--- src/rtl/day.sv ---
// Day-of-month BCD counter: advances on en, wraps at the month length
// (leap-aware), clamps on a shortened month and accepts validated loads.
module day #(
    parameter bit CENTURY_LEAP = 1'b1
) (
    input  logic       clk,
    input  logic       rst,
    input  logic       en,
    input  logic [3:0] month_0,
    input  logic [3:0] month_1,
    input  logic [3:0] year_0,
    input  logic [3:0] year_1,
    input  logic       set_en,
    input  logic [3:0] set_day_0,
    input  logic [3:0] set_day_1,
    output logic [3:0] day_0,
    output logic [3:0] day_1,
    output logic       dd_to_mm_en,
    output logic       set_err
);

    localparam int unsigned DW = 4;
    localparam int unsigned VW = 5;
    localparam int unsigned SW = 8;

    logic          leap;
    logic [VW-1:0] len;
    logic [DW-1:0] len_0;
    logic [DW-1:0] len_1;
    logic [VW-1:0] day_val;
    logic [SW-1:0] set_val;
    logic          set_ok;
    logic          at_end;
    logic [DW-1:0] day_0_nx;
    logic [DW-1:0] day_1_nx;
    logic          set_err_nx;

    // Divisible-by-4 test done on the BCD digits directly
    always_comb begin
        leap = 1'b0;
        if (year_1 == 4'd0 && year_0 == 4'd0) begin
            leap = CENTURY_LEAP;
        end else if (!year_1[0]) begin
            leap = (year_0 == 4'd0) || (year_0 == 4'd4) || (year_0 == 4'd8);
        end else begin
            leap = (year_0 == 4'd2) || (year_0 == 4'd6);
        end
    end

    // Unknown or non-BCD months fall through to 31 days
    always_comb begin
        len = 5'd31;
        case ({month_1, month_0})
            8'h02:                      len = leap ? 5'd29 : 5'd28;
            8'h04, 8'h06, 8'h09, 8'h11: len = 5'd30;
            default:                    len = 5'd31;
        endcase
    end

    always_comb begin
        len_1 = 4'd3;
        len_0 = 4'd1;
        case (len)
            5'd28:   begin len_1 = 4'd2; len_0 = 4'd8; end
            5'd29:   begin len_1 = 4'd2; len_0 = 4'd9; end
            5'd30:   begin len_1 = 4'd3; len_0 = 4'd0; end
            default: begin len_1 = 4'd3; len_0 = 4'd1; end
        endcase
    end

    assign day_val = VW'(day_1) * 5'd10 + VW'(day_0);
    assign set_val = SW'(set_day_1) * 8'd10 + SW'(set_day_0);
    assign set_ok  = (set_day_1 <= 4'd9) && (set_day_0 <= 4'd9) &&
                     (set_val != 8'd0) && (set_val <= SW'(len));
    assign at_end  = (day_val >= len);

    assign dd_to_mm_en = en & ~rst & ~set_en & at_end;

    // Next-day selection: load beats advance, advance beats clamp
    always_comb begin
        day_0_nx   = day_0;
        day_1_nx   = day_1;
        set_err_nx = 1'b0;
        if (set_en) begin
            if (set_ok) begin
                day_0_nx = set_day_0;
                day_1_nx = set_day_1;
            end else begin
                set_err_nx = 1'b1;
            end
        end else if (en) begin
            if (at_end) begin
                day_0_nx = 4'd1;
                day_1_nx = 4'd0;
            end else if (day_0 == 4'd9) begin
                day_0_nx = 4'd0;
                day_1_nx = day_1 + 4'd1;
            end else begin
                day_0_nx = day_0 + 4'd1;
            end
        end else if (day_val > len) begin
            day_0_nx = len_0;
            day_1_nx = len_1;
        end
    end

    always_ff @(posedge clk) begin
        if (rst) begin
            day_0   <= 4'd1;
            day_1   <= 4'd0;
            set_err <= 1'b0;
        end else begin
            day_0   <= day_0_nx;
            day_1   <= day_1_nx;
            set_err <= set_err_nx;
        end
    end

endmodule

--- config.mk ---
export PLATFORM = sky130hd
export DESIGN_NAME = day
export DESIGN_NICKNAME = d
export VERILOG_FILES = /design/src/rtl/day.sv
export SDC_FILE = /design/constraint.sdc
export NUM_CORES = 1
export LEC_CHECK = 0
export CORE_MARGIN = 4
export CORE_UTILIZATION = 51
export CTS_CLUSTER_SIZE = 24
export DETAILED_ROUTE_END_ITERATION = 10
export GPL_ROUTABILITY_DRIVEN = 0
export PLACE_DENSITY = 0.88
export SLEW_MARGIN = 40
export SYNTH_ARGS = -nofsm -noshare
export SYNTH_HDL_FRONTEND = slang
export SYNTH_SLANG_ARGS = --single-unit
--- constraint.sdc ---
create_clock -name clk -period 7.1 [get_ports clk]
set_clock_uncertainty 0.1 [all_clocks]
set_input_delay 0.71 -clock clk [delete_from_list [all_inputs] [get_ports clk]]
set_output_delay 0.71 -clock clk [all_outputs]
set_load 0.005 [all_outputs]
==> results.py <==
metrics = {
    "clocking": {
        "htree_levels": 1,
        "postCtsSetupBuffers": 0,
        "holdBufCountCts": 0,
        "post_cts_resized": 0,
        "clock-sinks": 9,
        "cts_tree": "built",
        "clk_pin_slew_ps": 60,
        "cts-buffers-inserted": 3,
        "cts_buffer_depth": 2,
        "cts-root-buf": "clkbuf_4",
        "insertion_delay_ps": 260,
    },
    "floorplanning": {
        "core_area_sq_um": 2300,
        "die_w_microns": 57.9,
        "num_io_pins": 38,
        "die_h_microns": 57.9,
        "die_area_sq_um": 3350,
        "core.rowCount": 17,
        "start_util_pct": 55.2,
    },
    "min_path": {
        "min_path_type": "flop to flop",
        "holdPathEnd": "day_0[3]",
        "hold_path_depth": 2,
        "hp-start": "day_0[3]",
    },
    "critical_path": {
        "slowest_delay_ps": 550,
        "crit_chain": "clkdlybuf4s50_1, or4b_1, nor3_1, o21ai_0, ha_1, nand2b_1, a21o_1, nand4bb_1, nor3b_1, clkdlybuf4s50_1",
        "crit_top_cell": "clkdlybuf4s50_1",
        "critPathArrivalTime_ps": 3880,
        "reg2reg_slack_ps": 4220,
        "critPathLaunchType": "primary input",
        "critPathSlowestCell": "or4b_1",
        "rr_endpoint": "day_1[3]",
        "critPathRequiredTime_ps": 6290,
        "cp_top_family": "simple AND/OR/NAND/NOR gates",
        "r2r_cells": 8,
        "crit_start": "month_0[3]",
        "cp_num_buf_inv": 2,
        "r2r-start": "day_1[0]",
        "cp-end-kind": "output port",
        "criticalPathCategory": "primary input to output port",
        "crit_fanout": 7,
    },
    "cells_and_area": {
        "final_cell_mix": "34 x clkdlybuf4s50_1, 18 x ha_1, 10 x nand2_1, 10 x a21oi_1, 9 x dfxtp_1",
        "area_growth_pct": 30.7,
        "multi_input_area_sq_um": 1050,
        "fill_cells": 177,
        "finalNetCount": 233,
        "layout_commonest_cell": "clkdlybuf4s50_1",
        "drive_gt1_share_pct": 7.10,
        "register_area_sq_um": 180,
        "diodes": 0,
    },
    "detailed_routing": {
        "num_vias": 1289,
        "wirelength_microns": 3130,
        "drc": 0,
        "wl_per_cell_microns": 14.8,
        "via_per_inst": 6.11,
        "ant_nets": 0,
        "drt_first_pass_iters": 4,
        "drt-initial-drc-count": 63,
    },
    "global_route": {
        "grt_antenna_before_repair": 0,
        "grt_pass1_vias": 1240,
        "use_met3_pct": 5.35,
        "use_met2_pct": 33.9,
        "grt-busiest-layer": "met2",
        "grt_pass1_wl_microns": 5140,
        "grt_start_max_net_pins": 17,
        "use_met1_pct": 23.0,
        "grt_overflow": 0,
        "track_usage_pct": 19.0,
    },
    "place": {
        "dp_hpwl_microns": 2570,
        "portBuffers": 34,
    },
    "power": {
        "power_leakage_nw": 0.697,
        "power_density_nw_per_um2": 115,
        "ir_worst_vdd_mv": 0.124,
    },
    "sta": {
        "setup_violations": 0,
        "fin_crit_sh_pct": 66.1,
        "hold_viol_final": 0,
        "slew_headroom_pct": 56.8,
        "fmax_mhz": 213,
        "setup_tns_ps": 0,
        "final.min_clock_period_ps": 4690,
        "final_max_slew_viol_count": 0,
        "rsz0062_at_grt": "no",
        "worst_slew_pin_slew_ps": 648,
        "hold-worst-slack_ps": 440,
    },
    "logic_synthesis": {
        "ys_warn_count": 0,
        "ys_seq_elements": 9,
        "syn_inst": 149,
        "avgSynthCellArea_sq_um": 8.51,
        "synth_fp_nets": 198,
        "yosysSeqAreaShare_pct": 14.2,
        "synthesis.area_sq_um": 1270,
        "async_flop_share_pct": 0,
        "synth-edff-count": 0,
        "dominantRegCellSynth": "dfxtp_1",
        "yosysUniqueCellTypes": 51,
    },
    "job": {
        "drv_cap": 0,
    },
    "status": {
        "outcome": "finished, final reports clean",
    },
}
## flip-flops by register name, summed over array words and instances, names as in the netlist
| register | cells |
|---|---|
| set_err | 1 |
| day_1 | 4 |
| day_0 | 4 |
## how the worst max path moves through the flow
stage / end / slack [ps] / cells past startpoint
floorplan: day_1[2] / 3640 / 10
global placement: dd_to_mm_en / 2520 / 10
detailed placement: dd_to_mm_en / 2430 / 10
CTS: dd_to_mm_en / 2420 / 10
global route: dd_to_mm_en / 2190 / 10
finish: dd_to_mm_en / 2410 / 10
## worst register-to-register path: cells and delay by family (launching register included)
| family | cells | cell delay, ps |
|---|---|---|
| DFF | 1 | 490 |
| adders and majority gates | 2 | 630 |
| and+or+nand+nor | 2 | 830 |
| AOI/OAI and AO/OA | 4 | 720 |
## synth_stat cells, types with 2 or more instances
cell      number  share of area (%)
o211a_1        3                2.4
fa_1           3                4.7
nand2_1       10                3.0
o21ai_0        6                2.4
nand2b_1       2               0.99
or3_1          2               0.99
a21o_2         2                1.4
a21oi_1       10                3.9
nor3_1         4                1.6
nor3b_1        5                3.0
clkbuf_1       2               0.59
xor2_1         5                3.5
nor2_1         7                2.1
a211oi_1       4                2.4
dfxtp_1        9                 14
inv_1          7                2.1
a221oi_2       2                2.4
nand3b_1       6                3.6
o21ai_1        2               0.79
nand3_1        6                2.4
a21o_1         2                1.2
ha_1          18                 18
a211oi_2       2                2.0
a32o_1         2                1.6
o31ai_1        2                1.2
## layout make-up
type,count,share of cell area [%]
tap,28,2.11
timing repair buffer,34,20.5
clock buffer,4,1.59
inverter,7,1.59
multi-input combinational,129,63.3
sequential,9,10.9
## through the flow
step | worst slack [ps] | cell area [sq um] | cells | total power [W] | util, %
after CTS | 2420 | 1650 | 211 | 0.000191 | 71.6
after global placement | 2520 | 1620 | 207 | 0.000147 | 70.5
final | 2410 | 1660 | 211 | 0.000191 | 72.1
after detailed placement | 2430 | 1620 | 207 | 0.000151 | 70.5
after global routing | 2190 | 1660 | 211 | 0.000205 | 72.1
after floorplan | 3640 | 1270 | 149 | 0.000116 | -
## report_power, final
group	internal, W	switching, W
logic	0.0000485	0.0000437
registers	0.0000541	0.00000558
clock network	0.0000216	0.0000174
total	0.000124	0.0000668
## kinds of logic after synthesis
family	synth area share [%]
muxes	0.790
buffers and inverters	3.95
DFF	14.2
xor gates and xnor gates	5.92
adders and majority gates	22.5
AOI/OAI and AO/OA	26.8
and+or+nand+nor	25.9
## layer usage
layer	up-vias	share of wire [%]	wire length [microns]
met5	-	0	0
met4	0	0	0
met3	0	7.3	228
met2	47	49	1550
met1	601	43	1350
li1	641	-	-
Power figures use the tool's default switching activity.
